File: src/rtl/ps2_host_transmitter.sv
// PS/2 host-to-device transmitter: inhibits the bus, issues a request-to-send and
// clocks out one command byte (odd parity) under device clocking, then checks the ACK.
module ps2_host_transmitter #(
    parameter int INHIBIT_CYCLES = 6000,
    parameter int TIMEOUT_CYCLES = 750000
) (
    input  logic       clock,
    input  logic       reset,
    input  logic [7:0] tx_data,
    input  logic       tx_start,
    output logic       tx_busy,
    output logic       tx_done,
    output logic       tx_error,
    input  logic       ps2_clock_in,
    input  logic       ps2_data_in,
    output logic       ps2_clock_drive_low,
    output logic       ps2_data_drive_low
);

    localparam int INH_W = $clog2(INHIBIT_CYCLES + 1);
    localparam int TO_W  = $clog2(TIMEOUT_CYCLES + 1);

    typedef enum logic [2:0] {
        IDLE,
        INHIBIT,
        REQUEST,
        SEND,
        ACK,
        WAIT_IDLE,
        ERROR
    } state_t;

    state_t            state;
    logic [8:0]        frame;
    logic [3:0]        bit_idx;
    logic [INH_W-1:0]  inhibit_cnt;
    logic [TO_W-1:0]   timeout_cnt;
    logic              clock_meta, clock_sync, clock_prev;
    logic              data_meta, data_sync;
    logic              fe;
    logic              timed_out;

    always_ff @(posedge clock or posedge reset) begin
        if (reset) begin
            clock_meta <= 1'b1;
            clock_sync <= 1'b1;
            clock_prev <= 1'b1;
            data_meta  <= 1'b1;
            data_sync  <= 1'b1;
        end else begin
            clock_meta <= ps2_clock_in;
            clock_sync <= clock_meta;
            clock_prev <= clock_sync;
            data_meta  <= ps2_data_in;
            data_sync  <= data_meta;
        end
    end

    assign fe = clock_prev & ~clock_sync;

    // The ERROR state costs one cycle before tx_error, so abort one count early
    // to land the pulse exactly TIMEOUT_CYCLES after REQUEST entry.
    assign timed_out = (state inside {REQUEST, SEND, ACK, WAIT_IDLE}) &&
                       (timeout_cnt == TO_W'(TIMEOUT_CYCLES - 1));

    always_ff @(posedge clock or posedge reset) begin
        if (reset) begin
            state               <= IDLE;
            frame               <= '0;
            bit_idx             <= '0;
            inhibit_cnt         <= '0;
            timeout_cnt         <= '0;
            tx_busy             <= 1'b0;
            tx_done             <= 1'b0;
            tx_error            <= 1'b0;
            ps2_clock_drive_low <= 1'b0;
            ps2_data_drive_low  <= 1'b0;
        end else begin
            tx_done  <= 1'b0;
            tx_error <= 1'b0;
            if (state inside {REQUEST, SEND, ACK, WAIT_IDLE}) begin
                timeout_cnt <= timeout_cnt + TO_W'(1);
            end

            if (timed_out) begin
                ps2_clock_drive_low <= 1'b0;
                ps2_data_drive_low  <= 1'b0;
                state               <= ERROR;
            end else begin
                case (state)
                    IDLE: begin
                        ps2_clock_drive_low <= 1'b0;
                        ps2_data_drive_low  <= 1'b0;
                        // A start coinciding with a done/error pulse is dropped.
                        if (tx_start && !tx_done && !tx_error) begin
                            frame               <= {~^tx_data, tx_data};
                            inhibit_cnt         <= '0;
                            timeout_cnt         <= '0;
                            bit_idx             <= '0;
                            tx_busy             <= 1'b1;
                            ps2_clock_drive_low <= 1'b1;
                            state               <= INHIBIT;
                        end
                    end
                    INHIBIT: begin
                        if (inhibit_cnt == INH_W'(INHIBIT_CYCLES - 1)) begin
                            ps2_clock_drive_low <= 1'b0;
                            ps2_data_drive_low  <= 1'b1;
                            timeout_cnt         <= TO_W'(1);
                            state               <= REQUEST;
                        end else begin
                            inhibit_cnt <= inhibit_cnt + INH_W'(1);
                        end
                    end
                    REQUEST: begin
                        if (fe) begin
                            ps2_data_drive_low <= ~frame[0];
                            frame              <= {1'b0, frame[8:1]};
                            bit_idx            <= 4'd1;
                            state              <= SEND;
                        end
                    end
                    // frame shifts right so bit 0 always holds the next bit to present
                    SEND: begin
                        if (fe) begin
                            if (bit_idx == 4'd9) begin
                                ps2_data_drive_low <= 1'b0;
                                state              <= ACK;
                            end else begin
                                ps2_data_drive_low <= ~frame[0];
                                frame              <= {1'b0, frame[8:1]};
                                bit_idx            <= bit_idx + 4'd1;
                            end
                        end
                    end
                    ACK: begin
                        if (fe) begin
                            state <= data_sync ? ERROR : WAIT_IDLE;
                        end
                    end
                    WAIT_IDLE: begin
                        if (clock_sync && data_sync) begin
                            tx_done <= 1'b1;
                            tx_busy <= 1'b0;
                            state   <= IDLE;
                        end
                    end
                    ERROR: begin
                        ps2_clock_drive_low <= 1'b0;
                        ps2_data_drive_low  <= 1'b0;
                        tx_error            <= 1'b1;
                        tx_busy             <= 1'b0;
                        state               <= IDLE;
                    end
                    default: state <= IDLE;
                endcase
            end
        end
    end

endmodule

File: config.mk
export PLATFORM = sky130hd
export DESIGN_NAME = ps2_host_transmitter
export DESIGN_NICKNAME = d
export VERILOG_FILES = /design/src/rtl/ps2_host_transmitter.sv
export SDC_FILE = /design/constraint.sdc
export NUM_CORES = 1
export LEC_CHECK = 0
export CAP_MARGIN = 20
export CORE_MARGIN = 10
export CORE_UTILIZATION = 60
export DETAILED_ROUTE_END_ITERATION = 10
export GPL_TIMING_DRIVEN = 0
export PLACE_DENSITY = 0.81
export SETUP_SLACK_MARGIN = 0.1
export SKIP_LAST_GASP = 1
export SYNTH_ARGS = -nofsm -noshare
export SYNTH_HDL_FRONTEND = slang
export SYNTH_SLANG_ARGS = --single-unit
export TNS_END_PERCENT = 1
File: constraint.sdc
create_clock -name clock -period 2.5 [get_ports clock]
set_clock_uncertainty 0.1 [all_clocks]
set_input_delay 0.25 -clock clock [delete_from_list [all_inputs] [get_ports clock]]
set_output_delay 0.25 -clock clock [all_outputs]
set_load 0.01 [all_outputs]
# Word-level counts from Yosys, hierarchy flattened
# Index checks and enable logic that the tools add are counted.
dict set report word_totals {
  register_bits 59
  latch_bits 0
  mem_bits_rw 0
  rom_bits 0
  out_inout_bits 5
  memories 0
}
dict set report classes {
  add_sub_neg 3
  mul 0
  div_mod_pow 0
  magnitude_cmp 0
  n_eq_ne 22
  shifts 0
  mux 46
  bitwise 4
  n_reduce_logical 21
}
# cell n
set ops {}
lappend ops {{$mux W20} 4}
lappend ops {{$pmux W20 S2} 1}
lappend ops {{$mux W9} 4}
lappend ops {{$pmux W9 S3} 1}
lappend ops {{$mux W13} 2}
lappend ops {{$pmux W13 S2} 1}
lappend ops {{$mux W3} 8}
lappend ops {{$add A20 B1 Y20 const B} 1}
lappend ops {{$eq A20 B20 Y1 const B} 1}
lappend ops {{$pmux W3 S6} 1}
lappend ops {{$mux W4} 4}
lappend ops {{$mux W1} 15}
lappend ops {{$ne A3 B3 Y1 const B} 5}
lappend ops {{$add A13 B1 Y13 const B} 1}
lappend ops {{$eq A13 B13 Y1 const B} 1}
lappend ops {{$pmux W4 S3} 1}
lappend ops {{$reduce_and A4 Y1} 3}
lappend ops {{$ne A2 B2 Y1 const B} 5}
lappend ops {{$eq A3 B3 Y1 const B} 3}
lappend ops {{$reduce_bool A4 Y1} 2}
lappend ops {{$reduce_xnor A8 Y1} 1}
lappend ops {{$reduce_and A7 Y1} 1}
lappend ops {{$eq A3 B2 Y1 const B} 2}
lappend ops {{$ne A3 B2 Y1 const B} 2}
lappend ops {{other kinds (18)} 26}

# Logic depth before layout (Yosys ltp)
# Gate-level depths: netlist (run 1).
dict set report logic_depth {
  ltp_word 6
  mapped_depth 8
}

# Worst setup path before layout (run 1)
# OpenSTA, ideal clock, no wires.
dict set report synth_timing {
  path_kind {reg2reg}
  startpoint {register state[1]}
  endpoint {register bit_idx[1]}
  arrival_ns 1.950
  t_required_ns 2.275
  slack_ns 0.324
  stages_incl_launch_ff 9
  path_cell_list {dfrtp_1 > buf_6 > xor2_4 > nand4_1 > buf_2 > nor4_4 > nor3_2 > buf_6 > mux2_4}
}
dict set report synth_via {
  elab_chain_len 5
}
# element line
set synth_rtl {}
lappend synth_rtl {{start: declaration} 33} ;# state_t state;
lappend synth_rtl {{start signal: assignment} 138} ;# state <= data_sync ? ERROR : WAIT_IDLE;
lappend synth_rtl {{$eq A3 B2 Y1 or $eq A3 B3 Y1 (tied branches)} {63, 90}}
lappend synth_rtl {{$reduce_bool A4 Y1} 63} ;# assign timed_out = (state inside {REQUEST, SEND, ACK, WAIT_IDLE}) &&
lappend synth_rtl {{$logic_and A1 B1 Y1} 63}
lappend synth_rtl {{$not A1 Y1 (no line)} -}
lappend synth_rtl {{$reduce_and A6 Y1 (no line)} -}
lappend synth_rtl {{end signal: assignment} 132} ;# bit_idx <= bit_idx + 4'd1;
lappend synth_rtl {{end: declaration} 35} ;# logic [3:0] bit_idx;
# Parallel ways exist; a longest one is shown, timed or not.
# A chain may end at the register's enable or synchronous reset.

# Worst setup path after layout (run 1)
dict set report layout_timing {
  startpoint {register state[2]}
  endpoint {register bit_idx[2]}
}
# The elaborated chain is that of the path after synthesis.

==> summary.md, run 1 <==
The logs give 0.001621 µW for the total leakage power and 36 for the largest net degree at the start of global routing. The worst pin sits at a relative slew slack of 63.21%. On the worst path, the slowest cell contributes a delay of 0.36 ns. The number of vias per cell after detailed routing is 5.692, and the number of buffers on the longest clock path is 2. The tool flagged a number of max-cap violations equal to 0.

At the end of the flow the core is filled with cells to 73.51%. Global routing finished with a remaining overflow of 0. Global routing consumed, on the met1 layer, 20.09% of the routing resources. Derived from the worst setup path, the maximum achievable clock frequency is 0.4143 GHz.

Grouping stages by cell kind, the critical path spends the most delay in buffers and inverters. Number of placed I/O pins: 18. The tree is rooted in a clkbuf_8.

For the placer's final routability congestion estimate, the log shows 0.8662. Aggregate global-route resource usage: 16.36%. The wire length per cell is 15.13 µm, and the reg2reg setup slack is 0.09 ns. The cell taking the most area after synthesis is dfrtp_1.

Power spread over the standard cell area amounts to 999.1 nW/µm². The logs give 3802 µm² for the area of all placed cells without fillers and 11.76 mm for the global-route wire length before repair. The detailed-route DRC error count came out at 0.

The run finished with clean final reports. The run gives 0 as the number of antenna violations at the first check in global routing. From left edge to right edge, the die measures 93.59 µm. CTS saw 59 sinks.

The tools report the worst setup path endpoint as bit_idx[2]. The floorplan step defined a die boundary enclosing 8759 µm². Clock-pin slew was measured on the worst setup and hold paths at 0.07 ns. In this run the standard cell core region covers 5172 µm². The mean area per synthesized cell is 9.557 µm². The die extent in y came out at 93.59 µm. In the finished design, the share of the clock period the worst path needs comes to 96.56%.

Wires add up to 6.870 mm. Setup repair after global routing could not meet its margin everywhere. The worst hold-check slack is 0.1820 ns, and the HPWL after detailed placement is 4.618 mm. The worst path arrival time came out at 2.53 ns. In the synthesized netlist, the cells that appear most often are dfrtp_1, nand2_1, nor2_1. The filler cells instantiated in the layout total 342. The logs give 1483 µm² for the combined flip-flop and latch cell area and 1640 µm² for the area occupied by multi-input gates. Worst-path cell with the longest stage delay: dfrtp_1. The ratio of cells with drive above 1 in the final layout came out at 14.32%. The cell with the most instances after synthesis was dfrtp_1. The most critical setup path has its startpoint at state[2]. Synthesis inferred 59 register bits. The insertion delay to the later sink of the worst-skew pair came out at 0.34 ns.

Hold repair after CTS inserted 0 buffers. After synthesis, the largest area contributor takes up 41.59% of total cell area. Via count: 2,584.

After detailed placement, the total cell area comes to 3527 µm². The minimum clock period came out at 2.414 ns. Across the VDD grid, the largest voltage drop is 0.5789 mV. The capture point of the worst reg-to-reg path is bit_idx[2]. Setup violations remaining at the end of the flow were counted as 0. Walking the worst path, the cells encountered are buf_4, xor2_4, nand4_1, buf_2, nor4_4, buf_4, buf_4, or3_1, a221o_1. Counting distinct cell types in the post-synthesis netlist gives 50. The synthesized netlist occupies a cell area of 3249 µm².

Combined buffer and inverter count along the critical path: 4. The number of global-route vias before repair was 2,562. Among the stages of the critical path, the cell type that occurs most often is buf_4. The startpoint identified for the worst register-to-register timing path is state[2]. The count of flip-flops with a built-in enable after synthesis came out at 0. Synthesis handed over a netlist of 340 instances. The first routing iteration left 178 violations. The critical path crosses 9 cells after its start point. Proportion of register bits with asynchronous set or reset after synthesis: 100.0%.

For the pin with the worst max-slew slack, the measured transition is 0.5510 ns. Yosys attributes the largest share of cell area to dfrtp_1, xnor2_1, nand2_1. Among all flip-flop cells after synthesis, the most frequent one is dfrtp_1. Number of optimization iterations in the first detailed-route pass: 4.

The count of cells along the worst register-to-register path was 9. The initialized floorplan defines 26 standard-cell rows. The tools report the count of nets after finishing as 396.

Path category of the worst min-delay check: input pin to asynchronous set/reset pin. The worst setup path is launched from a flip-flop. For this configuration, the core starts out at a cell density of 62.82%.

For this run, the register share of the synthesized area comes to 45.63%. The count of input and output buffers is 17, and the maximum level of the CTS H-tree is 3. The worst setup path is captured at a flip-flop. The number of slew-limit violations in the final report came out at 0. The tools report the number of endpoints with negative hold slack in the final report as 0. Kind of critical path: flip-flop to flip-flop.

For the number of nets with antenna violations after detailed routing, the log shows 0. The top fanout value on the critical path is 10, and the warning count from the yosys run is 0. The global routing stage identified its most utilized layer as met2. The number of antenna diodes in the final layout is 0.

Counting every net in the synthesized netlist gives 357. The tools report the met2 track demand over resource as 27.20%. The required time reported for the critical path endpoint is 2.62 ns, and the met3 usage in global routing is 3.757%. The layout-stage area growth over the synthesis result is 17.02%. The number of buffers created by CTS is 9. TritonCTS built the clock tree.
## report_power, final
group | internal [µW] | switching, µW | total (µW)
clock | 482 | 376 | 859
combinational | 775 | 916 | 1690
sequential | 1130 | 115 | 1250
## per-layer routing
layer  wire length, µm  vias up  part of all wire, %
li1                  -     1257                    -
met1              3052     1249                   44
met2              3394       66                   49
met3               331       12                  4.8
met4                92        0                  1.3
met5                 0        -                    0
## worst reg2reg max path, delay by kind of cell, from the launching register on
kind                   cells  cell delay (ns)
buffers and inverters      4             0.76
AO/OA/AOI/OAI              1             0.36
AND/OR/NAND/NOR            3             0.54
XOR/XNOR                   1             0.18
flip-flops                 1             0.36
## layout make-up
type                    instances  area share [%]
multi-input cells             252           43.14
flip-flops and latches         59           38.99
repair buffers                 28           6.976
clock buffers                  11           3.718
well taps                      70           2.303
plain buffers                  14           2.007
inverters                      15           1.481
clock inverters                 5           1.382
## registers in the layout (all words and copies together), names as in the netlist
name	count
data_sync	1
tx_busy	1
clock_meta	1
inhibit_cnt	13
data_meta	1
clock_sync	1
ps2_clock_drive_low	1
frame	9
clock_prev	1
state	3
tx_error	1
tx_done	1
ps2_data_drive_low	1
bit_idx	4
timeout_cnt	20
## worst min-delay path by stage
stage,from,end,depth (start not counted)
2_1_floorplan,ps2_clock_in,clock_meta,0
3_3_place_gp,data_meta,data_sync,0
3_5_place_dp,clock_meta,clock_sync,0
4_1_cts,reset,inhibit_cnt[5],2
5_1_grt,reset,inhibit_cnt[5],2
6_report,reset,inhibit_cnt[12],2
## per-stage QoR
step / cells / setup TNS, ns / total power [µW] / worst slack, ns
floorplan: 340 / 0 / 2472 / 0.3245
global placement: 427 / -18.74 / 2788 / -0.3153
detailed placement: 428 / -2.434 / 2831 / -0.2260
CTS: 447 / 0 / 3724 / 0.02897
global route: 454 / -0.002080 / 4035 / -0.002080
finish: 454 / 0 / 3799 / 0.08612
## repair_timing
item,CTS,global route
resized for setup,1,0
cloned,0,0
pin swaps,1,2
buffers inserted,3,7
endpoints found under the setup margin,28,31
## cell families after synthesis
group / Yosys count / synth area share [%]
AND/OR/NAND/NOR: 158 / 25.22
multiplexers: 14 / 5.776
adder cells (fa/ha/maj): 4 / 1.540
flip-flops: 59 / 45.63
AO/OA/AOI/OAI: 43 / 8.279
XOR/XNOR: 33 / 9.473
buffers and inverters: 29 / 4.081
## cell usage in the layout, fill, tap and decap left out, types with 3 or more instances in the layout
cell,Yosys,routed
a211oi_1,5,5
a21oi_1,12,12
and2_1,3,3
and3_1,7,7
buf_4,2,12
clkbuf_1,9,10
clkbuf_8,0,10
clkdlybuf4s50_1,0,17
clkinv_2,0,3
dfrtp_1,54,54
dfstp_2,5,5
ha_1,4,4
inv_1,15,14
mux2_4,9,9
mux2i_1,3,3
nand2_1,41,41
nand2b_1,3,3
nand3_1,14,14
nand4_1,10,10
nor2_1,35,35
nor2b_1,7,7
nor3_1,11,11
nor4_1,4,4
o21ai_0,12,12
or3_1,10,10
xnor2_1,30,30
(Power assumes the default switching activity.)
==> run 2, diff against run 1 <==
--- a/config.mk
+++ b/config.mk
@@ -12,7 +12,6 @@
 export GPL_TIMING_DRIVEN = 0
 export PLACE_DENSITY = 0.81
 export SETUP_SLACK_MARGIN = 0.1
-export SKIP_LAST_GASP = 1
 export SYNTH_ARGS = -nofsm -noshare
 export SYNTH_HDL_FRONTEND = slang
 export SYNTH_SLANG_ARGS = --single-unit
==> summary.md, run 2 (same netlist as run 1, synthesis figures left out) <==
The later pin in the worst-skew pair is clocked with a latency of 0.34 ns. The peak supply drop came out at 0.5803 mV. The tools report the setup slack at placement as -0.2260 ns.

The first global-routing pass estimated 11.76 mm of wire. The die extent in y works out to 93.59 µm. The worst setup path is captured at a flip-flop.

The core region is 5172 µm². The H-tree was split into 3 levels. For this run, design rule violations remaining after detail routing come to 0. The worst path needs 2.361 ns of the cycle, external delays included. The number of hold buffers added after CTS is 0, and the layout-stage area growth over the synthesis result is 17.48%.

The ratio of cells with drive above 1 in the final layout came out at 14.84%. The number of global-route vias before repair was 2,562. The path category of the worst min-delay check was input pin to asynchronous set/reset pin.

The number of antenna violations at the first check in global routing was 0. Of the available clock period, the critical path in the final layout requires 94.46%. Summed over all layers, the routed wires come to 6.848 mm. STA puts the critical path data arrival time at 2.48 ns.

TritonCTS created 9 clock buffers. The logs give 2 for the number of buffers on the longest clock path and 0 for the number of setup violations in the final report. In the final layout, the registers with the most flip-flops are timeout_cnt: 20 flops, inhibit_cnt: 13 flops, frame: 9 flops. The number of endpoints with negative hold slack in the final report is 0, and the wire length per cell is 15.08 µm.

The number of flip-flops in the largest register works out to 20. 18 I/O pins were placed. Of all nets on the critical path, the largest fanout is 10.

Setup repair after global routing could not meet its margin everywhere. The tools report the total global routing overflow as 0. At the end of routability-driven placement, the weighted congestion stood at 0.8662. Reg2reg setup slack: 0.14 ns. The finished cells cover 3817 µm². The kind of critical path was flip-flop to flip-flop.

Entering global routing, the biggest net connects 36 pins. TritonCTS built the clock tree. The number of antenna diodes in the final layout is 0. The final route contains 2,573 vias. The logs give 3833 µW for the post-route total power and 0.001628 µW for the total leakage power. In this run the tightest slew margin relative to its limit is 63.03%. Kind of start point of the critical path: a flip-flop. Clock tree synthesis found a total of 59 sinks. The width of the die came out at 93.59 µm. The die covers 8759 µm². The number of optimization iterations in the first detailed-route pass was 4.

The run finished with clean final reports. The detailed router finished its first iteration with 158 violations. Across the run, the number of max-cap violations was 0. Summing all placed instances gives a cell area of 3527 µm². In this run the tool buffered the top-level ports with 17 buffer cells. The number of slew-limit violations in the final report was 0.

For the pin with the worst max-slew slack, the measured transition is 0.5537 ns. In the layout the commonest cells are dfrtp_1, nand2_1, nor2_1. In the post-route analysis, the smallest setup slack over all paths is 0.1385 ns. Using the TritonRoute via totals, the vias-per-cell ratio works out to 5.667. timeout_cnt holds more flip-flops than any other register.

Once the floorplan was initialized, standard cells occupied 62.82% of the core. The count of nets left with antenna violations once routing finished came out at 0. At the end of the flow, the number of nets in the layout was 396.

For the final routed database, the setup TNS stands at 0 ns. The most frequent standard cell in the layout excluding fill and tap cells was dfrtp_1. For this design the ratio of total power to cell area is 1004 nW/µm².

For this run, the total global-route usage over all layers was measured as 16.36%. Derived from the worst setup path, the maximum achievable clock frequency is 0.4235 GHz. The root buffer cell is clkbuf_8.

Clock-pin slew was measured on the worst setup and hold paths at 0.07 ns. The number of rows created at floorplan was 26; the number of filler instances in the final layout was 341. The HPWL after detailed placement is 4.618 mm. The worst register-to-register path has a depth of 9. The required time reported for the critical path endpoint is 2.62 ns.
## run 2: changes by cell type in the layout (fill, tap and decap cells not counted)
cell / previous run / this run
buf_2: 1 / 0
buf_4: 12 / 13
clkbuf_1: 10 / 9
clkbuf_2: 0 / 1
nor3_2: 1 / 0
nor3_4: 1 / 2
or3_1: 10 / 9
or3_4: 0 / 1
## run 2: worst paths after layout
check                                   from              end
worst max-delay path                state[2]       bit_idx[2]
worst min-delay path                   reset  inhibit_cnt[12]
worst max register to register      state[2]       bit_idx[2]
worst min register to register     data_meta        data_sync
max in group asynchronous              reset        data_meta
min in group clock              ps2_clock_in       clock_meta
## run 2: layout make-up
| type | count | area [µm²] | area share (%) |
|---|---|---|---|
| inverters | 15 | 56.30 | 1.475 |
| multi-input cells | 252 | 1652 | 43.26 |
| clock buffers | 11 | 141.4 | 3.704 |
| repair buffers | 28 | 265.3 | 6.949 |
| well taps | 70 | 87.58 | 2.294 |
| clock inverters | 5 | 52.55 | 1.377 |
| flip-flops and latches | 59 | 1483 | 38.84 |
| plain buffers | 14 | 80.08 | 2.098 |
## run 2: timing repair
action,CTS,global route
cloned,0,0
endpoints found under the setup margin,28,31
pin swaps,1,2
resized for setup,1,6
buffers inserted,3,7
## run 2: through the flow
stage / hold WS [ns] / cells / utilization [%]
after CTS: 0.2025 / 447 / 72.50
after global routing: 0.2266 / 454 / 73.80
after detailed placement: 0.2481 / 428 / 68.19
after global placement: 0.2457 / 427 / 67.80
after floorplan: 0.1545 / 340 / -
final: 0.1842 / 454 / 73.80
## run 2: worst max-delay path, cell delays in order, from the launching register on
cell	delay (ns)
dfrtp_1	0.36
buf_4	0.18
xor2_4	0.18
nand4_1	0.12
buf_4	0.20
nor4_4	0.07
buf_4	0.17
buf_4	0.15
or3_1	0.35
a221o_1	0.36
## run 2: per-layer routing
layer | routed length [µm] | vias to the layer above | share of wire (%) | track usage [%]
li1 | - | 1253 | - | -
met4 | 119 | 0 | 1.7 | 6.456
met2 | 3373 | 75 | 49 | 27.20
met5 | 0 | - | 0 | 0
met1 | 2947 | 1233 | 43 | 20.09
met3 | 408 | 12 | 6.0 | 3.757
## run 2: report_power, final
part / switching [µW] / internal, µW / total [µW] / leakage (µW)
registers: 115 / 1130 / 1250 / 0.000771
logic: 925 / 802 / 1730 / 0.000758
clock network: 374 / 482 / 856 / 0.0000991
total: 1410 / 2420 / 3830 / 0.00163
